==> src/rtl/alu_cmd_pkg.sv <==
// alu_cmd_pkg
//   Shared types for the ALU command queue: alu32 control encodings, the
//   queued command layout, the captured flag layout and the result FSM states.
package alu_cmd_pkg;

    typedef enum logic [2:0] {
        ALU_ADD = 3'b010,
        ALU_SUB = 3'b011,
        ALU_AND = 3'b100,
        ALU_OR  = 3'b101,
        ALU_NOR = 3'b110,
        ALU_XOR = 3'b111
    } alu_op_t;

    typedef struct packed {
        logic [31:0] a;
        logic [31:0] b;
        logic [2:0]  control;
    } cmd_t;

    typedef struct packed {
        logic overflow;
        logic zero;
        logic negative;
    } flags_t;

    typedef enum logic {
        ST_EMPTY = 1'b0,
        ST_HOLD  = 1'b1
    } res_state_t;

    localparam int unsigned CMD_W = $bits(cmd_t);

endpackage

==> src/rtl/alu_cmd_fifo.sv <==
// alu_cmd_fifo
//   Circular command buffer with occupancy count. DEPTH must be a power of
//   two (>= 2) so the pointers wrap by natural overflow.
//   Ports:
//     clock, reset         rising-edge clock, async active-low reset
//     push, wdata          write request / command word (ignored when full)
//     pop                  drop head entry (ignored when empty)
//     rdata                head entry (undefined content when empty)
//     count                current occupancy, 0..DEPTH
import alu_cmd_pkg::*;

module alu_cmd_fifo #(
    parameter int DEPTH = 4
) (
    input  logic                       clock,
    input  logic                       reset,
    input  logic                       push,
    input  logic [CMD_W-1:0]           wdata,
    input  logic                       pop,
    output logic [CMD_W-1:0]           rdata,
    output logic [$clog2(DEPTH+1)-1:0] count
);

    localparam int PW = $clog2(DEPTH);
    localparam int CW = $clog2(DEPTH + 1);

    logic [CMD_W-1:0] mem [DEPTH];
    logic [PW-1:0]    wr_ptr;
    logic [PW-1:0]    rd_ptr;
    logic             do_push;
    logic             do_pop;

    assign do_push = push && (count != CW'(DEPTH));
    assign do_pop  = pop  && (count != '0);
    assign rdata   = mem[rd_ptr];

    always_ff @(posedge clock) begin
        if (do_push) begin
            mem[wr_ptr] <= wdata;
        end
    end

    always_ff @(posedge clock or negedge reset) begin
        if (!reset) begin
            wr_ptr <= '0;
            rd_ptr <= '0;
            count  <= '0;
        end else begin
            if (do_push) begin
                wr_ptr <= wr_ptr + PW'(1);
            end
            if (do_pop) begin
                rd_ptr <= rd_ptr + PW'(1);
            end
            if (do_push && !do_pop) begin
                count <= count + CW'(1);
            end else if (do_pop && !do_push) begin
                count <= count - CW'(1);
            end
        end
    end

endmodule

==> src/rtl/alu_cmd_queue.sv <==
// alu_cmd_queue
//   Buffers ALU commands, presents the head command to an external alu32,
//   and captures its result into a valid/ready output register.
//   Optional feature macro: ALU_CMD_STICKY_OVF_EN enables the sticky overflow
//   indicator; without it sticky_ovf is 0 and clr_sticky is ignored.
//   Ports:
//     clock, reset                         clock, async active-low reset
//     in_valid/in_ready, in_a/in_b/in_control   command input handshake
//     alu_a/alu_b/alu_control              head command to alu32 (0 when empty)
//     alu_out, alu_overflow/zero/negative  alu32 result and flags
//     res_valid/res_ready, res_out, res_flags   captured result handshake
//     count                                queue occupancy
//     sticky_ovf, clr_sticky               sticky overflow flag and its clear
import alu_cmd_pkg::*;

module alu_cmd_queue #(
    parameter int DEPTH = 4
) (
    input  logic                       clock,
    input  logic                       reset,
    input  logic                       in_valid,
    output logic                       in_ready,
    input  logic [31:0]                in_a,
    input  logic [31:0]                in_b,
    input  logic [2:0]                 in_control,
    output logic [31:0]                alu_a,
    output logic [31:0]                alu_b,
    output logic [2:0]                 alu_control,
    input  logic [31:0]                alu_out,
    input  logic                       alu_overflow,
    input  logic                       alu_zero,
    input  logic                       alu_negative,
    output logic                       res_valid,
    input  logic                       res_ready,
    output logic [31:0]                res_out,
    output logic [2:0]                 res_flags,
    output logic [$clog2(DEPTH+1)-1:0] count,
    output logic                       sticky_ovf,
    input  logic                       clr_sticky
);

    localparam int CW = $clog2(DEPTH + 1);

    res_state_t state;
    res_state_t state_next;
    cmd_t       in_cmd;
    cmd_t       head;
    flags_t     flags_q;
    logic [CMD_W-1:0] head_raw;
    logic       push;
    logic       issue;

    // No push when full, even if an issue frees a slot this same cycle.
    assign in_ready = (count < CW'(DEPTH));
    assign push     = in_valid && in_ready;
    assign issue    = (count != '0) && ((state == ST_EMPTY) || res_ready);

    assign in_cmd = '{a: in_a, b: in_b, control: in_control};
    assign head   = cmd_t'(head_raw);

    alu_cmd_fifo #(
        .DEPTH(DEPTH)
    ) u_fifo (
        .clock (clock),
        .reset (reset),
        .push  (push),
        .wdata (in_cmd),
        .pop   (issue),
        .rdata (head_raw),
        .count (count)
    );

    always_comb begin
        alu_a       = '0;
        alu_b       = '0;
        alu_control = '0;
        if (count != '0) begin
            alu_a       = head.a;
            alu_b       = head.b;
            alu_control = head.control;
        end
    end

    always_ff @(posedge clock or negedge reset) begin
        if (!reset) begin
            state <= ST_EMPTY;
        end else begin
            state <= state_next;
        end
    end

    always_comb begin
        state_next = state;
        res_valid  = 1'b0;
        unique case (state)
            ST_EMPTY: begin
                if (issue) begin
                    state_next = ST_HOLD;
                end
            end
            ST_HOLD: begin
                res_valid = 1'b1;
                if (res_ready && !issue) begin
                    state_next = ST_EMPTY;
                end
            end
            default: state_next = ST_EMPTY;
        endcase
    end

    always_ff @(posedge clock or negedge reset) begin
        if (!reset) begin
            res_out <= '0;
            flags_q <= '0;
        end else if (issue) begin
            res_out <= alu_out;
            flags_q <= '{overflow: alu_overflow, zero: alu_zero, negative: alu_negative};
        end
    end

    assign res_flags = flags_q;

`ifdef ALU_CMD_STICKY_OVF_EN
    // Set has priority over clear so an overflow in the clearing cycle is kept.
    always_ff @(posedge clock or negedge reset) begin
        if (!reset) begin
            sticky_ovf <= 1'b0;
        end else if (issue && alu_overflow) begin
            sticky_ovf <= 1'b1;
        end else if (clr_sticky) begin
            sticky_ovf <= 1'b0;
        end
    end
`else
    logic unused_clr_sticky;
    assign unused_clr_sticky = clr_sticky;
    assign sticky_ovf        = 1'b0;
`endif

endmodule
==> config.mk <==
export PLATFORM = sky130hd
export DESIGN_NAME = alu_cmd_queue
export DESIGN_NICKNAME = d
export VERILOG_FILES = /design/src/rtl/alu_cmd_pkg.sv /design/src/rtl/alu_cmd_fifo.sv /design/src/rtl/alu_cmd_queue.sv
export SDC_FILE = /design/constraint.sdc
export NUM_CORES = 1
export LEC_CHECK = 0
export BUFFER_PORTS_ARGS = -buffer_cell sky130_fd_sc_hd__buf_2
export CAP_MARGIN = 0
export CORE_MARGIN = 2
export CORE_UTILIZATION = 55
export DETAILED_ROUTE_END_ITERATION = 16
export PLACE_DENSITY = 0.78
export SYNTH_ARGS = -nofsm -noshare
export SYNTH_HDL_FRONTEND = slang
export SYNTH_SLANG_ARGS = --single-unit
==> constraint.sdc <==
create_clock -name clock -period 3.9 [get_ports clock]
set_input_delay 0.39 -clock clock [delete_from_list [all_inputs] [get_ports clock]]
set_output_delay 0.39 -clock clock [all_outputs]
set_load 0.01 [all_outputs]
==> results of run 1 <==
==> worst min path at each step <==
stage / to / cells past startpoint
after floorplan: res_flags[0]$_DFFE_PN0P_ / 0
after global placement: res_out[15]$_DFFE_PN0P_ / 1
after detailed placement: res_out[29]$_DFFE_PN0P_ / 1
after CTS: res_out[20]$_DFFE_PN0P_ / 1
after global routing: u_fifo.mem[1][46]$_DFFE_PP_ / 1
final: res_out[13]$_DFFE_PN0P_ / 1
==> per-layer routing <==
layer / wire length [um] / GRT usage (%) / up-vias / part of all wire [%]
met2: 11400 / 34.0 / 196 / 52
li1: - / - / 2584 / -
met5: 13 / 0 / - / 0.060
met3: 1580 / 4.64 / 37 / 7.3
met1: 8480 / 23.6 / 2977 / 39
met4: 368 / 4.77 / 2 / 1.7
==> critical path: cells and delay by family, from the launching register on <==
family                 cells  cell delay, ps
buffers and inverters      2             540
AND/OR/NAND/NOR            1             170
multiplexers               1             540
flip-flops                 1             800
==> flip-flops by register name, indices dropped and copies added (netlist names) <==
name / cells
res_flags: 3
res_out: 32
state: 1
u_fifo.count: 3
u_fifo.mem: 268
u_fifo.rd_ptr: 2
u_fifo.wr_ptr: 2
==> layout make-up <==
type                    count  area [um^2]  area share [%]
clock inverters            15          209            1.47
clock buffers              42          837            5.88
multi-input cells         196         2590            18.2
repair buffers            217         1110            7.80
well taps                 275          344            2.42
inverters                   5         18.8           0.132
flip-flops and latches    311         9130            64.1
==> kinds of logic (layout without fill, tap and decap cells) <==
kind of cell,after synthesis,in the layout,share of synthesized area [%]
multiplexers,103,103,16.1
adder cells (fa/ha/maj),6,6,0.695
XOR/XNOR,6,6,0.442
AO/OA/AOI/OAI,1,1,0.0421
other,1,1,0.0315
buffers and inverters,34,279,1.61
AND/OR/NAND/NOR,79,79,4.33
flip-flops,311,311,76.7
==> power by group <==
group | internal [mW] | switching (mW)
Clock | 1.83 | 1.15
Combinational | 1.68 | 1.57
Sequential | 4.25 | 0.434
Total | 7.75 | 3.16
==> through the flow <==
stage | instance area, um^2 | std cells
after global placement | 13200 | 1004
after global routing | 14200 | 1061
after CTS | 14200 | 1061
after floorplan | 11900 | 541
final | 14200 | 1061
after detailed placement | 13200 | 1004
==> cell usage after synthesis <==
| cell | instances | area, um^2 |
|---|---|---|
| and2_1 | 4 | 25.0 |
| and2b_1 | 13 | 97.6 |
| buf_2 | 9 | 45.0 |
| buf_4 | 2 | 15.0 |
| buf_6 | 6 | 67.6 |
| clkbuf_1 | 12 | 45.0 |
| conb_1 | 1 | 3.75 |
| dfrtp_1 | 43 | 1080 |
| edfxtp_1 | 268 | 8050 |
| fa_1 | 1 | 20.0 |
| ha_1 | 5 | 62.6 |
| inv_1 | 5 | 18.8 |
| mux2_1 | 1 | 11.3 |
| mux2_2 | 35 | 394 |
| mux4_2 | 67 | 1510 |
| nand2_1 | 2 | 7.51 |
| nand2b_1 | 1 | 6.26 |
| nand3b_1 | 1 | 7.51 |
| nor2_1 | 1 | 3.75 |
| nor2b_1 | 56 | 350 |
| nor3_4 | 1 | 16.3 |
| o21ai_0 | 1 | 5.00 |
| xnor2_1 | 4 | 35.0 |
| xor2_1 | 2 | 17.5 |
==> layout by cell type, fill, tap and decap left out, types with 5 or more instances in the layout <==
| master | n |
|---|---|
| dfrtp_1 | 41 |
| inv_1 | 5 |
| mux2_2 | 35 |
| bufinv_16 | 5 |
| clkbuf_1 | 9 |
| and2b_1 | 13 |
| edfxtp_1 | 268 |
| mux4_2 | 67 |
| nor2b_1 | 55 |
| clkbuf_16 | 31 |
| buf_2 | 212 |
| ha_1 | 5 |
==> run summary, run 1 <==
Synth Warn #: 0
Final wirelength: 21.8 mm
Placer congestion estimate: 0.676
Critical path class: reg2out
Clock Sinks: 311
I/O pin cnt: 215
Filler Cell Count: 1358
Final setup violation count: 0
Fin crit period: 3000 ps
Fin Clk Skew: 8.22 ps
Power Dens Cells: 766 mW/mm^2
Vert. Die Dim: 151 um
DRC: 0
Final Hold Viols: 19
IO Port Bufs: 212
CP max stage delay: 800 ps
PnR worst setup slack: 900 ps
Final Max Tran Viols: 0
Worst-margin pin slew: 1050 ps
CTS tree: yes
Die width: 151 um
CTS Buf Count: 31
Layout Utilization: 67.5%
Post_cts resized: 0
Antenna Cells: 0
Mean Syn Cell Area: 22.0 um^2
Area Overhead vs Synth: 19.8%
Max Clk Rate: 333 MHz
Die area: 0.0228 mm^2
Gr usage total: 19.0%
CP Max Fanout: 27
R2R setup slack: 1580 ps
Outcome: finished, violations left
Max Cap Viol: 0
RSZ-0062 raised after global routing: false
Worst IR drop on VDD: 0.577 mV
CTS Buffer Depth: 3
Via density: 5.46
Crit end category: output pin
Crit-path cells: buf_4 > mux4_2 > nor2b_1 > buf_2
Clock insertion delay at the later pin of the skew report: 530 ps
Slowest CP cell: dfrtp_4
Largest net degree at the start of global routing: 69
Initial core utilization: 56.4%
Worst r2r dst: u_fifo.count[2]$_DFFE_PN0P_
Nets: 875
Pre-CTS setup slack: 1410 ps
Ratio of cells with drive above 1 in the final layout: 47.2%
Worst reg-to-reg path cell count: 10
Worst-path clk slew: 60 ps
1st-pass router iterations: 4
Number of global-route vias before repair: 6226
Mapped Cells: 541
Leak Pwr: 5.21 nW
CORE AREA: 0.0211 mm^2
Worst min-delay path class: in2async
Seq/Total Area, Yosys: 76.7%
Failing checks: hold timing
Number of core rows: 53
Distinct cell type count after synthesis: 24
Crit path launch: u_fifo.rd_ptr[0]$_DFFE_PN0P_
Post-CTS setup buffers: 0
Initial antenna violation count: 2
DR iter-0 viols: 269
Reg-to-reg startpoint: u_fifo.count[0]$_DFFE_PN0P_
Root Driver: clkbuf_16
Slew margin rel.: 30.3%
First-pass GRT wire length: 33.0 mm
Synthesized cell area: 0.0119 mm^2
Vias: 5796
Mean routed wirelength per cell: 20.5 um
Power, Total: 10.9 mW
Period utilisation layout: 76.9%
Hold slack: -5.86 ps
Critical Path RT: 3510 ps
Yosys reg bits: 311
Routed Antenna Nets: 0
Hold Buf Count CTS: 0
Crit start category: flop
Crit path to: alu_a[20]
Net Count, Synth: 654
Critical Path AT: 2610 ps
Setup TNS: 0 ps
# H-tree levels: 1
Grt total ovfl: 0
DP HPWL: 12.8 mm
No activity file was read; power rests on OpenSTA's default activity.
==> run 2: changes to the inputs <==
- CORE_UTILIZATION: 55 -> 50
- PLACE_DENSITY: 0.78 -> 0.75
- clock period: 3.9 -> 2.6 ns (I/O delays scaled with it)
==> run 2 against run 1 <==
The flow now finishes without violations. Global-route usage fell by 0.18 points. Cell area up 8.6%. First-iteration DRC count rose by 58%.
==> run summary, run 2 (synthesis results as in run 1) <==
CORE AREA: 0.0234 mm^2 (+11%)
Worst IR drop on VDD: 0.634 mV (+9.7%)
Switching power: 4.85 mW (+54%)
1st-pass router iterations: 4 (unchanged)
Final Hold Viols: 0 (-19)
Vias: 6277 (+8.3%)
Placer congestion estimate: 0.685 (+1.4%)
Root Driver: clkbuf_16
DP HPWL: 13.2 mm (+2.7%)
Post-CTS setup buffers: 0 (unchanged)
Most flop-heavy register: u_fifo.mem
Gr usage total: 18.9% (-0.18 points)
I/O pin cnt: 215 (unchanged)
Final wirelength: 23.5 mm (+7.8%)
Power Dens Cells: 1090 mW/mm^2 (+42%)
IO Port Bufs: 212 (unchanged)
Setup TNS: 0 ps (unchanged)
Final setup violation count: 0 (unchanged)
Most frequent cells in the layout: edfxtp_1 (268), buf_2 (212), dlygate4sd3_1 (103), mux4_2 (67), nor2b_1 (55)
Power, Total: 16.8 mW (+54%)
CTS Buf Count: 31 (unchanged)
Number of core rows: 56 (+5.7%)
Largest net degree at the start of global routing: 70 (+1.4%)
Clock share of power: 27.6% (+0.3 points)
# H-tree levels: 1 (unchanged)
First-pass GRT wire length: 36.2 mm (+9.8%)
Max Clk Rate: 406 MHz
Worst-path clk slew: 60 ps (about the same)
Nets: 985 (+13%)
Final Max Tran Viols: 0 (unchanged)
Ratio of cells with drive above 1 in the final layout: 42.1% (-5.1 points)
Int Power: 11.9 mW (+54%)
Period utilisation layout: 94.8%
Grt total ovfl: 0 (unchanged)
Crit end category: output pin
Routed Antenna Nets: 0 (unchanged)
Crit start category: flop
Clock Sinks: 311 (unchanged)
Max FFs per register: 268 (unchanged)
Max Cap Viol: 0 (unchanged)
CP Max Fanout: 42 (+56%)
Combinational power share: 32.6% (+2.8 points)
Critical Path RT: 2340 ps (-1170 ps)
DR iter-0 viols: 425 (+58%)
Die area: 0.0250 mm^2 (+9.7%)
CTS Buffer Depth: 3 (unchanged)
DRC: 0 (unchanged)
Critical Path AT: 2200 ps (-410 ps)
Leak Pwr: 5.70 nW (+9.6%)
Antenna Cells: 0 (unchanged)
CTS tree: yes
Initial antenna violation count: 0 (-2)
Number of global-route vias before repair: 6758 (+8.5%)
Mean routed wirelength per cell: 19.3 um (-6.0%)
Area Overhead vs Synth: 30.2%
Die width: 158 um (+4.8%)
Biggest registers after layout: u_fifo.mem (268), res_out (32)
Critical path class: reg2out
Vert. Die Dim: 158 um (+4.8%)
Switching fraction of total power: 28.9% (-0.081 points)
Initial core utilization: 50.8% (-5.6 points)
Fin Clk Skew: 18.2 ps (+9.95 ps)
Outcome: completed
Worst-margin pin slew: 939 ps (-106 ps)
RSZ-0062 raised after global routing: false
Clock insertion delay at the later pin of the skew report: 560 ps (+30 ps)
Worst min-delay path class: in2reg
Slew margin rel.: 37.4% (+7.1 points)
Commonest non-fill, non-tap cell in the layout: edfxtp_1
Seq pwr share: 39.8% (-3.1 points)
Fin crit period: 2460 ps
Via density: 5.16 (-5.5%)
## run 2: area by class of cell
cell class,count,area (um^2)
tap,319,399
sequential,311,9130
inverter,5,18.8
timing repair buffer,327,2260
clock inverter,19,270
clock buffer,39,806
multi-input combinational,196,2590
fill,1539,7930
## run 2: worst max-delay path, stage by stage, from the launching register on
cell	delay (ps)
dfrtp_4	440
buf_12	320
mux4_2	570
and2b_1	170
buf_2	140
## run 2: worst paths after layout
check                                        startpoint  depth (start not counted)                           end  slack [ps]
hold reg to reg                 res_out[21]$_DFFE_PN0P_                          1       res_out[21]$_DFFE_PN0P_         500
max in group asynchronous                         reset                          2  u_fifo.rd_ptr[1]$_DFFE_PN0P_        1490
setup / recovery           u_fifo.rd_ptr[0]$_DFFE_PN0P_                          4                     alu_b[19]         140
hold / removal                                res_ready                          3               state$_DFF_PN0_          90
setup reg to reg            u_fifo.count[2]$_DFFE_PN0P_                          7   u_fifo.count[2]$_DFFE_PN0P_         440
min in group asynchronous                         reset                          2        res_out[7]$_DFFE_PN0P_         430
## run 2: through the flow
stage / setup WS [ps] / hold WS, ps / area [um^2] / cells / util, %
2_1_floorplan: 405 / -35.6 / 11900 / 541 / -
3_5_place_dp: 453 / 460 / 13400 / 1055 / 57.1
5_1_grt: 10.6 / 87.0 / 15500 / 1216 / 66.1
6_report: 136 / 85.2 / 15500 / 1216 / 66.1
3_3_place_gp: 534 / 418 / 13400 / 1055 / 57.1
4_1_cts: 68.0 / 62.3 / 15500 / 1216 / 66.1
## run 2: routing by layer
metal  track usage (%)  up-vias  wire length [um]
li1                  -     2811                 -
met4              5.79        0               670
met1              23.6     3206              9200
met2              33.6      212             12400
met5                 0        -                 0
met3              3.48       48              1200
## run 2: power by group through the flow
stage | clock network (mW) | registers, mW | logic [mW]
final | 4.64 | 6.68 | 5.48
after CTS | 4.74 | 6.67 | 5.58
after detailed placement | 0 | 6.77 | 5.42
after floorplan | 0 | 6.81 | 3.40
after global routing | 4.92 | 6.76 | 5.95
after global placement | 0 | 6.70 | 5.33
## run 2: what timing repair did
action | CTS | global route
hold buffers | 103 | 0
resized for setup | 0 | 0
endpoints found under the hold margin | 346 | 0
==> run 3: changes to the inputs <==
==> constraint.sdc (replaced) <==
create_clock -name clock -period 2.6 [get_ports clock]
set_input_delay 0.26 -clock clock [delete_from_list [all_inputs] [get_ports clock]]
set_output_delay 0.26 -clock clock [all_outputs]
set_load 0.05 [all_outputs]
==> run 3 against run 2 <==
First-iteration DRC count shrank 16%. Core utilization shrank 0.31 points. Clock-buffer cell count is the same. Register-to-register slack gained 190 ps. Largest power group is now combinational logic.
==> run summary, run 3 (synthesis results as in run 1) <==
1st-pass router iterations: 4 (unchanged)
Gr usage total: 18.9% (+0.021 points)
CTS Buffer Depth: 3 (unchanged)
Max FFs per register: 268 (unchanged)
Critical Path AT: 2230 ps (+30 ps)
Setup TNS: 0 ps (unchanged)
GR Util met3: 3.42% (-0.055 points)
RSZ-0062 raised after global routing: false
DR iter-0 viols: 357 (-16%)
Area of the multi-input gates: 0.00259 mm^2 (unchanged)
GR Util met2: 33.3% (-0.35 points)
Clock Sinks: 311 (unchanged)
Worst IR drop on VDD: 0.910 mV (+44%)
Antenna Cells: 0 (unchanged)
Crit-path cells: buf_12 > mux4_2 > nor2b_1 > buf_2
Vert. Die Dim: 158 um (unchanged)
Pre-CTS setup slack: 417 ps (-35.6 ps)
Crit start category: flop
CTS Buf Count: 30 (-3.2%)
IO Port Bufs: 212 (unchanged)
Die area: 0.0250 mm^2 (unchanged)
Slew margin rel.: 37.4% (about the same)
Ratio of cells with drive above 1 in the final layout: 42.7% (+0.59 points)
Final wirelength: 23.5 mm (about the same)
Vias: 6313 (+0.57%)
Grt total ovfl: 0 (unchanged)
Crit end category: output pin
First-pass GRT wire length: 36.0 mm (-0.67%)
Nets: 985 (unchanged)
Largest net degree at the start of global routing: 70 (unchanged)
Worst-path clk slew: 60 ps (about the same)
DP HPWL: 13.0 mm (-1.6%)
Worst min-delay path class: in2reg
Final setup violation count: 0 (unchanged)
GR met1 Demand/Resource: 23.9% (+0.28 points)
Via density: 5.20 (+0.82%)
Leak Pwr: 5.67 nW (-0.58%)
Critical path class: reg2out
Commonest non-fill, non-tap cell in the layout: edfxtp_1
Root Driver: clkbuf_16
Number of core rows: 56 (unchanged)
Final Hold Viols: 0 (unchanged)
Mean routed wirelength per cell: 19.4 um (+0.29%)
Final Max Tran Viols: 0 (unchanged)
Die width: 158 um (unchanged)
Outcome: completed
Register area: 0.00913 mm^2 (unchanged)
Area Overhead vs Synth: 29.5%
Clock insertion delay at the later pin of the skew report: 540 ps (-20 ps)
Number of global-route vias before repair: 6712 (-0.68%)
Fin crit period: 2490 ps (+21.6 ps)
Max Cap Viol: 0 (unchanged)
Worst-margin pin slew: 939 ps (-0.106 ps)
Initial core utilization: 50.8% (unchanged)
PnR worst setup slack: 114 ps (-21.6 ps)
Fin Clk Skew: 20.7 ps (+2.50 ps)
Period utilisation layout: 95.6% (+0.83 points)
R2R setup slack: 630 ps (+190 ps)
CP max stage delay: 590 ps (+20 ps)
Biggest registers after layout: u_fifo.mem (268), res_out (32)
CP Max Fanout: 42 (unchanged)
Most flop-heavy register: u_fifo.mem
CTS tree: yes
Most frequent cells in the layout: edfxtp_1 (268), buf_2 (212), dlygate4sd3_1 (103), mux4_2 (67), nor2b_1 (55)
DRC: 0 (unchanged)
Routed Antenna Nets: 0 (unchanged)
Placer congestion estimate: 0.683 (-0.32%)
# H-tree levels: 1 (unchanged)
Slowest CP cell: dfrtp_4
Filler Cell Count: 1547 (+0.52%)
GR peak layer: met2
CORE AREA: 0.0234 mm^2 (unchanged)
Critical Path RT: 2340 ps (about the same)
Max Clk Rate: 402 MHz (-0.87%)
I/O pin cnt: 215 (unchanged)
Initial antenna violation count: 0 (unchanged)
Power Dens Cells: 1270 mW/mm^2 (+17%)
run 3: cell count changes in the layout (fill, tap and decap cells not counted), moves of 2 or more:
cell / previous run / this run
bufinv_16: 7 / 0
clkinv_2: 3 / 8
clkbuf_1: 8 / 4
buf_4: 6 / 3
clkinv_1: 6 / 3
clkbuf_16: 31 / 33
clkbuf_8: 0 / 2
clkinvlp_4: 0 / 2
run 3: what timing repair did:
| action | CTS | global route |
|---|---|---|
| endpoints found under the setup margin | 55 | 1 |
| setup buffers | 2 | 0 |
| hold endpoints to repair | 346 | 0 |
| hold buffers | 103 | 0 |
| resized for setup | 1 | 1 |
run 3: area by class of cell:
class	count	area share (%)
Inverter	5	0.122
Timing Repair Buffer	328	15.0
Clock buffer	39	5.64
Tap cell	319	2.59
Sequential cell	311	59.3
Clock inverter	15	0.544
Multi-Input combinational cell	196	16.8
run 3: worst paths after layout:
check | from | end | cells after the start
hold / removal | res_ready | state$_DFF_PN0_ | 3
max in group asynchronous | reset | u_fifo.rd_ptr[0]$_DFFE_PN0P_ | 2
min in group asynchronous | reset | res_out[19]$_DFFE_PN0P_ | 2
hold reg to reg | res_out[21]$_DFFE_PN0P_ | res_out[21]$_DFFE_PN0P_ | 1
setup reg to reg | u_fifo.count[0]$_DFFE_PN0P_ | u_fifo.count[2]$_DFFE_PN0P_ | 9
setup / recovery | u_fifo.rd_ptr[1]$_DFFE_PN0P_ | alu_b[22] | 4
run 3: power breakdown:
group | internal (mW) | switching, mW
Sequential | 6.36 | 0.385
Clock | 2.35 | 1.72
Combinational | 2.78 | 5.94
Total | 11.5 | 8.05
run 3: worst max-delay path: cells and delay by family (launching register included):
family | cells | cell delay, ps
flops | 1 | 590
buf+inv | 2 | 610
mux | 1 | 250
simple gates | 1 | 220
run 3: stage by stage:
stage	area, um^2	instances	hold WS (ps)	total power, mW	utilization (%)
finish	15400	1213	135	19.5	65.8
detailed placement	13400	1054	462	15.4	57.2
global placement	13400	1054	414	15.3	57.2
CTS	15400	1213	94.9	19.7	65.8
floorplan	11900	541	-35.6	13.4	-
global route	15400	1213	112	20.4	65.8
run 3: per-layer routing:
layer	wire, um	share of wire, %	up-vias
li1	-	-	2810
met1	9460	40	3245
met2	12200	52	203
met3	1130	4.8	55
met4	703	3.0	0
met5	0	0	-
